**config.mk**
```make
export PLATFORM = sky130hd
export DESIGN_NAME = mem_stage
export DESIGN_NICKNAME = d
export VERILOG_FILES = /design/src/rtl/mem_stage.sv
export SDC_FILE = /design/constraint.sdc
export NUM_CORES = 1
export LEC_CHECK = 0
export ABC_AREA = 1
export ABC_CLOCK_PERIOD_IN_PS = 26700
export BUFFER_PORTS_ARGS = -buffer_cell sky130_fd_sc_hd__buf_2
export CAP_MARGIN = 10
export CORE_AREA = 2 2 299 301
export DETAILED_ROUTE_END_ITERATION = 8
export DIE_AREA = 0 0 301 303
export SLEW_MARGIN = 30
export SYNTH_ARGS = -nofsm -noshare
export SYNTH_HDL_FRONTEND = slang
export SYNTH_SLANG_ARGS = --single-unit
```
**constraint.sdc**
```tcl
create_clock -name clk -period 26.7 [get_ports clk]
set_input_delay 1.335 -clock clk [delete_from_list [all_inputs] [get_ports clk]]
set_output_delay 1.335 -clock clk [all_outputs]
set_load 0.05 [all_outputs]
```
**src/rtl/mem_stage.sv**
```systemverilog
// RV32I memory stage: issues data-memory requests, aligns/extends loads, stalls upstream while waiting.
// Optional macro MEM_STAGE_MONITOR_EN fills the RVFI memory fields of mem_wb_reg.
package mem_stage_pkg;

    typedef struct packed {
        logic        commit;
        logic [63:0] order;
        logic [31:0] inst;
        logic [31:0] pc;
        logic [31:0] pc_next;
        logic [4:0]  rs1_s;
        logic [4:0]  rs2_s;
        logic [31:0] rs1_v;
        logic [31:0] rs2_v;
        logic [4:0]  rd_s;
        logic        regf_we;
        logic [31:0] alu_out;
        logic        mem_read;
        logic        mem_write;
        logic [2:0]  funct3;
    } ex_mem_reg_t;

    typedef struct packed {
        logic        commit;
        logic [63:0] order;
        logic [31:0] inst;
        logic [31:0] pc;
        logic [31:0] pc_next;
        logic [4:0]  rs1_s;
        logic [4:0]  rs2_s;
        logic [31:0] rs1_v;
        logic [31:0] rs2_v;
        logic [4:0]  rd_s;
        logic        regf_we;
        logic [31:0] rd_v;
        logic [31:0] mem_addr;
        logic [3:0]  mem_rmask;
        logic [3:0]  mem_wmask;
        logic [31:0] mem_rdata;
        logic [31:0] mem_wdata;
    } mem_wb_reg_t;

endpackage

module mem_stage
    import mem_stage_pkg::*;
(
    input  logic        clk,
    input  logic        rst,
    input  ex_mem_reg_t ex_mem_reg,
    output logic [31:0] dmem_addr,
    output logic [3:0]  dmem_rmask,
    output logic [3:0]  dmem_wmask,
    output logic [31:0] dmem_wdata,
    input  logic [31:0] dmem_rdata,
    input  logic        dmem_resp,
    output logic        mem_stall,
    output mem_wb_reg_t mem_wb_reg
);

    localparam logic [0:0] S_IDLE = 1'b0;
    localparam logic [0:0] S_WAIT = 1'b1;

    logic [0:0]  r_state;
    logic [31:0] r_addr;
    logic [31:0] r_wdata;

    logic        w_memOp;
    logic [1:0]  w_a;
    logic        w_aligned;
    logic [3:0]  w_mask;
    logic        w_issue;
    logic        w_respDone;
    logic [31:0] w_reqAddr;
    logic [31:0] w_reqWdata;
    logic [31:0] w_raw;
    logic [31:0] w_loadData;
    mem_wb_reg_t w_next;

    assign w_memOp    = ex_mem_reg.commit & (ex_mem_reg.mem_read | ex_mem_reg.mem_write);
    assign w_a        = ex_mem_reg.alu_out[1:0];
    assign w_reqAddr  = {ex_mem_reg.alu_out[31:2], 2'b00};
    assign w_reqWdata = ex_mem_reg.rs2_v << {w_a, 3'b000};

    // funct3[1:0] encodes access size; the reserved size 2'b11 is never issued.
    always_comb begin
        w_mask    = 4'b0000;
        w_aligned = 1'b0;
        case (ex_mem_reg.funct3[1:0])
            2'b00: begin
                w_mask    = 4'b0001 << w_a;
                w_aligned = 1'b1;
            end
            2'b01: begin
                w_mask    = 4'b0011 << w_a;
                w_aligned = ~w_a[0];
            end
            2'b10: begin
                w_mask    = 4'b1111;
                w_aligned = (w_a == 2'b00);
            end
            default: begin
                w_mask    = 4'b0000;
                w_aligned = 1'b0;
            end
        endcase
    end

    // Reset gates the issue term so the request outputs drop the moment rst rises.
    assign w_issue    = (r_state == S_IDLE) & w_memOp & w_aligned & ~rst;
    assign w_respDone = (r_state == S_WAIT) & dmem_resp;
    assign mem_stall  = w_issue | ((r_state == S_WAIT) & ~dmem_resp);

    assign dmem_rmask = (w_issue & ex_mem_reg.mem_read)  ? w_mask : 4'b0000;
    assign dmem_wmask = (w_issue & ex_mem_reg.mem_write) ? w_mask : 4'b0000;
    assign dmem_addr  = w_issue ? w_reqAddr  : ((r_state == S_WAIT) ? r_addr  : 32'h0);
    assign dmem_wdata = w_issue ? w_reqWdata : ((r_state == S_WAIT) ? r_wdata : 32'h0);

    always_ff @(posedge clk or posedge rst) begin
        if (rst) begin
            r_state <= S_IDLE;
            r_addr  <= 32'h0;
            r_wdata <= 32'h0;
        end else begin
            case (r_state)
                S_IDLE: begin
                    if (w_issue) begin
                        r_state <= S_WAIT;
                        r_addr  <= w_reqAddr;
                        r_wdata <= w_reqWdata;
                    end
                end
                S_WAIT: begin
                    if (dmem_resp) begin
                        r_state <= S_IDLE;
                    end
                end
                default: r_state <= S_IDLE;
            endcase
        end
    end

`ifdef MEM_STAGE_MONITOR_EN
    logic [3:0] r_rmask;
    logic [3:0] r_wmask;

    always_ff @(posedge clk or posedge rst) begin
        if (rst) begin
            r_rmask <= 4'b0000;
            r_wmask <= 4'b0000;
        end else if (w_issue) begin
            r_rmask <= dmem_rmask;
            r_wmask <= dmem_wmask;
        end
    end
`endif

    // Load data is formatted in the response cycle; ex_mem_reg is still held by the stall.
    always_comb begin
        w_raw      = dmem_rdata >> {w_a, 3'b000};
        w_loadData = w_raw;
        case (ex_mem_reg.funct3)
            3'b000:  w_loadData = {{24{w_raw[7]}}, w_raw[7:0]};
            3'b001:  w_loadData = {{16{w_raw[15]}}, w_raw[15:0]};
            3'b100:  w_loadData = {24'h0, w_raw[7:0]};
            3'b101:  w_loadData = {16'h0, w_raw[15:0]};
            default: w_loadData = w_raw;
        endcase
    end

    always_comb begin
        w_next           = '0;
        w_next.commit    = ex_mem_reg.commit;
        w_next.order     = ex_mem_reg.order;
        w_next.inst      = ex_mem_reg.inst;
        w_next.pc        = ex_mem_reg.pc;
        w_next.pc_next   = ex_mem_reg.pc_next;
        w_next.rs1_s     = ex_mem_reg.rs1_s;
        w_next.rs2_s     = ex_mem_reg.rs2_s;
        w_next.rs1_v     = ex_mem_reg.rs1_v;
        w_next.rs2_v     = ex_mem_reg.rs2_v;
        w_next.rd_s      = ex_mem_reg.rd_s;
        w_next.regf_we   = ex_mem_reg.regf_we;
        if (w_memOp & ~w_aligned) begin
            w_next.rd_v = 32'h0;
        end else if (w_respDone & ex_mem_reg.mem_read) begin
            w_next.rd_v = w_loadData;
        end else begin
            w_next.rd_v = ex_mem_reg.alu_out;
        end
`ifdef MEM_STAGE_MONITOR_EN
        if (w_respDone) begin
            w_next.mem_addr  = r_addr;
            w_next.mem_rmask = r_rmask;
            w_next.mem_wmask = r_wmask;
            w_next.mem_rdata = dmem_rdata;
            w_next.mem_wdata = r_wdata;
        end
`endif
    end

    always_ff @(posedge clk or posedge rst) begin
        if (rst) begin
            mem_wb_reg <= '0;
        end else if (mem_stall) begin
            mem_wb_reg <= '0;
        end else begin
            mem_wb_reg <= w_next;
        end
    end

endmodule

```
==> impl_results.md, run 1 <==
- Max clock buf depth: 3
- Post-CTS setup buffer count: 0
- Maximum VDD drop: 0.0497 mV
- Unrepaired setup endpoints after global routing: no
- CP top delay family: buffers and inverters
- Synth Instances: 1625
- Ys async rst share: 100%
- CTS root buf: sky130_fd_sc_hd__clkbuf_16
- Vias in the first global route: 12.2k
- Pin count of the biggest net entering global routing: 116
- Drt drc: 0
- Floorplan die height: 303 um
- Most used flip-flop cell after synthesis: sky130_fd_sc_hd__dfrtp_1
- Global placement routability congestion: 0.881
- Fin. Hold Viols: 0
- Count of state elements after synthesis: 336
- Worst-margin pin slew: 0.930 ns
- Cell count after placement: 3377
- Clk slew on worst S/H paths: 0.05 ns
- Yosys Warn Count: 0
- Summed instance area of the synthesized netlist: 0.0144 mm^2
- Highest net fanout along the worst path: 105
- Max_slew headroom: 38.0%
- Initial core utilization: 16.4%
- Final wirelength: 64400 um
- Area growth from synthesis to final layout: 37.5%
- Synthesized area divided by synthesized cell count: 8.86 um^2
- Cell type of the slowest stage on the worst timing path: sky130_fd_sc_hd__buf_4
- Per-cell via count in the routed design: 3.66
- WP data required: 25.36 ns
- CTS tree: built
- Global-route wire length before repair: 87300 um
- Post-CTS Hold Buffers: 0
- Number of maximum-capacitance constraint violations: 0
- Router iterations before antenna repair: 5
- Max Clk Rate: 176 MHz
- Leakage power figure: 11.0 nW
- Power density relative to cell area: 78.4 mW/mm^2
- Final setup violation count: 0
- Type of origin of the critical path: input port
- Count of flip-flops with a built-in enable after synthesis: 0
- Post-Route M1 WL: 26900 um
- Violation count after the first detailed-route iteration: 764
- CP arrival: 4.36 ns
- Port Buf Inserts: 656
- Non-filler instance count after layout: 3459
- Count of buffering cells on the critical path with inverters included: 5
- Critical path type: in -> out
- Die Outline Area: 0.0912 mm^2
- Global route total overflow: 0
- Critical Path Sink Type: primary output
- Highest routed layer: met5
- Layout cells sized above 1: 34.3%
- Met2 Wirelength: 29900 um
- Clk sinks: 336
- Die W: 301 um
- Setup TNS: 0 ns
- Number of core rows: 109
- Path class of the lowest-slack min-delay path: reg -> reg
- Wire length on met3: 5620 um
- GRT Total Usage: 13.4%
- Setup Skew: 0.0213 ns
- CTS H-Tree Depth: 2
- Critical Path Max Stage Delay: 0.56 ns
- Final critical delay including setup and external delays: 5.70 ns
- Core region area: 0.0880 mm^2
- Initial antenna violation count: 17
- Clock latency of the later-clocked register in the worst-skew pair: 0.58 ns
- Total number of vias: 12.7k
- Max-slew violation count: 0
- Count of pins on the block boundary: 763
- Outcome: finished clean
- Cells traversed along the worst timing path: buf_2 > inv_8 > nand2_1 > nor3_1 > nand2_4 > inv_4 > buf_4 > o211ai_1 > o21ai_0 > buf_2
- Final HPWL DP: 51700 um
- Final clock period utilization by the worst path: 21.3%
- Number of gates resized after CTS: 0
- Post-synth cell types: 30
- Total clock buffers created by CTS: 43
- Final hold slack: 0.518 ns
- Flip-flop count of the largest register after layout: 273
- Seq/Total Area, Yosys: 58.4%
- Routed wirelength normalized by instance count: 18.6 um
- Antenna viol nets, final: 0
- Nets: 2570
- Cell mode on critical path: sky130_fd_sc_hd__buf_2
kinds of logic (layout without fill, tap and decap cells):
kind of cell           after synthesis  after routing  synth area share, %
other                                1            108               0.0260
AND/OR/NAND/NOR                    525            525                 15.1
buffers and inverters              520           1082                 17.6
flip-flops                         336            336                 58.4
AO/OA/AOI/OAI                      243            243                 8.88
cell usage in the layout (no fill, tap or decap), drive strengths merged, types with 3 or more instances in the layout:
master / instances
or2: 30
clkinv: 14
a21oi: 35
nand3: 12
nand4: 16
clkbuf: 58
inv: 338
conb: 106
o211ai: 22
nand2: 166
buf: 668
dfrtp: 336
nor3: 8
o21ai: 182
clkinvlp: 3
nor2: 293
where the power goes:
part	switching [mW]	total, mW	internal [mW]
combinational	0.314	0.391	0.0774
clock	0.244	0.575	0.331
sequential	0.0174	0.586	0.569
synth_stat cells, drive strengths merged (2+ instances only):
master | instances | area share, %
nor3 | 8 | 0.31
dfrtp | 336 | 58
a31oi | 2 | 0.087
or2 | 30 | 1.3
nand4 | 16 | 0.69
nand3 | 12 | 0.54
a21oi | 35 | 1.2
nor2 | 293 | 7.7
buf | 160 | 8.2
o21ai | 182 | 6.3
nand2 | 166 | 4.5
clkbuf | 26 | 0.68
o211ai | 22 | 1.1
inv | 334 | 8.7
final cells by class:
type	count	area [um^2]
Fill cell	9813	68200
Sequential cell	336	8410
Multi-Input combinational cell	874	3870
Timing Repair Buffer	668	3390
Tap cell	1165	1460
Inverter	334	1270
Clock buffer	58	1200
Clock inverter	22	199
Antenna cell	2	5.00
routing by layer:
layer / vias up / global-route usage (%)
met1: 5983 / 16.8
met4: 10 / 4.12
li1: 5909 / -
met2: 650 / 21.9
met5: - / 0
met3: 105 / 4.15
per-stage QoR:
step | power (mW) | setup WS (ns) | instance area [um^2] | util [%]
after CTS | 1.58 | 20.89 | 19800 | 22.5
after global routing | 1.62 | 20.61 | 19800 | 22.5
after global placement | 0.989 | 20.93 | 18400 | 20.9
after floorplan | 0.880 | 15.35 | 14800 | -
after detailed placement | 0.991 | 20.89 | 18400 | 20.9
final | 1.55 | 21.00 | 19800 | 22.5
worst min-delay path, delay by kind of cell, from the launching register on:
kind	cells	cell delay [ns]
DFF	1	0.32
AOI/OAI and AO/OA	1	0.11
buffers and inverters	1	0.05
final timing paths:
check	slack, ns	start	to	depth (start not counted)
worst min-delay path	0.52	r_addr[28]$_DFFE_PP0P_	r_addr[28]$_DFFE_PP0P_	2
worst min register to register	0.52	r_addr[28]$_DFFE_PP0P_	r_addr[28]$_DFFE_PP0P_	2
max in group asynchronous	24.03	rst	mem_wb_reg[290]$_DFF_PP0_	4
min in group asynchronous	0.84	rst	mem_wb_reg[131]$_DFF_PP0_	2
worst max register to register	23.00	r_state$_DFF_PP0_	mem_wb_reg[244]$_DFF_PP0_	8
worst max-delay path	21.00	rst	dmem_wdata[18]	10
No activity file was read; power rests on OpenSTA's default activity.
==> run 2, diff against run 1 <==
--- a/config.mk
+++ b/config.mk
@@ -6,7 +6,7 @@
 export NUM_CORES = 1
 export LEC_CHECK = 0
 export ABC_AREA = 1
-export ABC_CLOCK_PERIOD_IN_PS = 26700
+export ABC_CLOCK_PERIOD_IN_PS = 5600
 export BUFFER_PORTS_ARGS = -buffer_cell sky130_fd_sc_hd__buf_2
 export CAP_MARGIN = 10
 export CORE_AREA = 2 2 299 301
==> constraint.sdc (replaced) <==
create_clock -name clk -period 5.6 [get_ports clk]
set_input_delay 0.28 -clock clk [delete_from_list [all_inputs] [get_ports clk]]
set_output_delay 0.28 -clock clk [all_outputs]
set_load 0.05 [all_outputs]
==> impl_results.md, run 2 (synthesized netlist as in run 1, its figures left out) <==
- Fillers: 9427
- Global route total overflow: 0
- Fin. Hold Viols: 0
- Clock network power share: 37.8%
- Routed wirelength normalized by instance count: 18.6 um
- Outcome: finished clean
- Internal power: 5.08 mW
- Clk sinks: 336
- CTS H-Tree Depth: 2
- Layout cells sized above 1: 34.0%
- Reg power frac: 35.3%
- Highest net fanout along the worst path: 69
- Cell count after placement: 3380
- Global-route wire length before repair: 94500 um
- Core region area: 0.0880 mm^2
- Final setup violation count: 0
- Overall power of the completed layout: 7.92 mW
- Max_slew headroom: 40.5%
- Router iterations before antenna repair: 5
- Final Worst Setup Slack: 1.37 ns
- Most common cell after layout, fill and taps aside: sky130_fd_sc_hd__buf_2
- Vias in the first global route: 13.7k
- Clock latency of the later-clocked register in the worst-skew pair: 0.56 ns
- Number of core rows: 109
- Maximum VDD drop: 0.207 mV
- Global placement routability congestion: 0.869
- Flip-flop count of the largest register after layout: 273
- Worst-margin pin slew: 0.892 ns
- Pin count of the biggest net entering global routing: 96
- Max clock buf depth: 3
- Die Outline Area: 0.0912 mm^2
- Critical path type: reg -> out
- Initial antenna violation count: 11
- WP data required: 5.32 ns
- CTS tree: built
- Total clock buffers created by CTS: 42
- Number of gates resized after CTS: 0
- Violation count after the first detailed-route iteration: 815
- Type of origin of the critical path: flop
- Floorplan die height: 303 um
- Nets: 2818
- Final core utilization: 26.3%
- Setup Skew: 0.0117 ns
- Antenna viol nets, final: 0
- Commonest cells after routing, fill and taps aside: sky130_fd_sc_hd__buf_2, sky130_fd_sc_hd__dfrtp_1, sky130_fd_sc_hd__inv_1, sky130_fd_sc_hd__nor2_1, sky130_fd_sc_hd__dlygate4sd3_1
- Final clock period utilization by the worst path: 75.5%
- Port Buf Inserts: 656
- Final HPWL DP: 52800 um
- Total number of vias: 13.7k
- Net Switching: 2.84 mW
- Unrepaired setup endpoints after global routing: no
- Leakage power figure: 12.3 nW
- Fraction of power consumed by combinational cells: 27.0%
- Non-filler instance count after layout: 3706
- Area growth from synthesis to final layout: 60.3%
- Initial core utilization: 16.4%
- Max Clk Rate: 236 MHz
- Worst setup slack after placement: 1.90 ns
- Number of maximum-capacitance constraint violations: 0
- Final critical delay including setup and external delays: 4.23 ns
- Max-slew violation count: 0
- CP arrival: 3.95 ns
- Per-cell via count in the routed design: 3.69
- Final wirelength: 69000 um
- Count of pins on the block boundary: 763
- Critical Path Sink Type: primary output
- Drt drc: 0
- CTS root buf: sky130_fd_sc_hd__clkbuf_16
- Power density relative to cell area: 343 mW/mm^2
- Path class of the lowest-slack min-delay path: in -> reg
- Sw Ratio: 35.9%
- GRT Total Usage: 14.4%
- Clk slew on worst S/H paths: 0.06 ns
- Die W: 301 um
==> run 2: cell types whose count changed in the layout (fill, tap and decap cells not counted), moves of 5 or more <==
cell / delta
sky130_fd_sc_hd__bufinv_16: +5
sky130_fd_sc_hd__clkbuf_8: +6
sky130_fd_sc_hd__clkinv_2: -5
sky130_fd_sc_hd__clkinv_4: -5
sky130_fd_sc_hd__dlygate4sd3_1: +246
sky130_fd_sc_hd__nor2_1: -8
sky130_fd_sc_hd__nor2_2: +6
sky130_fd_sc_hd__o21ai_0: -61
sky130_fd_sc_hd__o21ai_2: +8
sky130_fd_sc_hd__o21ai_4: +54
==> run 2: through the flow <==
step	cell area [um^2]	setup TNS (ns)	hold WS [ns]
after detailed placement	19100	0	0.493
after floorplan	15500	-155.88	0.386
after global placement	19100	0	0.489
after CTS	23100	0	0.00117
final	23100	0	0.0297
after global routing	23100	0	0.0242
==> run 2: area by class of cell <==
| type | count | area, um^2 | area share, % |
|---|---|---|---|
| inverter | 334 | 1270 | 5.49 |
| timing repair buffer | 917 | 5880 | 25.5 |
| antenna | 5 | 12.5 | 0.0542 |
| sequential | 336 | 8410 | 36.4 |
| multi-input combinational | 874 | 4540 | 19.7 |
| clock buffer | 60 | 1270 | 5.50 |
| clock inverter | 15 | 259 | 1.12 |
| tap | 1165 | 1460 | 6.31 |
==> run 2: power groups by stage <==
stage / combinational [mW] / sequential (mW) / clock [mW]
6_report: 2.14 / 2.79 / 2.99
5_1_grt: 2.28 / 2.82 / 3.19
4_1_cts: 2.16 / 2.79 / 3.10
3_5_place_dp: 2.01 / 2.83 / 0
3_3_place_gp: 2.00 / 2.83 / 0
2_1_floorplan: 0.886 / 3.42 / 0
==> run 2: repair_timing <==
item	in CTS	in global routing
setup buffers	0	0
hold endpoints to repair	246	0
hold buffers	246	0
==> run 2: metal layers <==
layer,share of wire [%],GRT usage (%),vias up
met4,3.6,5.37,8
met5,0.068,0,-
li1,-,-,6411
met1,42,18.2,6521
met3,7.8,3.78,96
met2,46,23.4,634
==> run 2: worst paths after layout <==
check	start	endpoint	slack, ns	cells past startpoint
max	r_state$_DFF_PP0_	dmem_addr[4]	1.37	9
min	ex_mem_reg[57]	mem_wb_reg[156]$_DFF_PP0_	0.03	3
min reg2reg	r_wdata[21]$_DFFE_PP0P_	r_wdata[21]$_DFFE_PP0P_	0.55	2
max in group asynchronous	rst	mem_wb_reg[243]$_DFF_PP0_	3.79	5
max reg2reg	r_state$_DFF_PP0_	r_addr[8]$_DFFE_PP0P_	2.36	8
min in group asynchronous	rst	mem_wb_reg[334]$_DFF_PP0_	0.11	3
==> run 2: critical path, cell delays in order (launching register included) <==
cell and delay [ns]:
sky130_fd_sc_hd__dfrtp_1 0.42, sky130_fd_sc_hd__inv_6 0.51, sky130_fd_sc_hd__nand2_1 0.13, sky130_fd_sc_hd__nor3_1 0.29
sky130_fd_sc_hd__nand2_4 0.27, sky130_fd_sc_hd__inv_4 0.55, sky130_fd_sc_hd__buf_4 0.53, sky130_fd_sc_hd__nand2_1 0.22
sky130_fd_sc_hd__o21ai_4 0.10, sky130_fd_sc_hd__buf_2 0.28
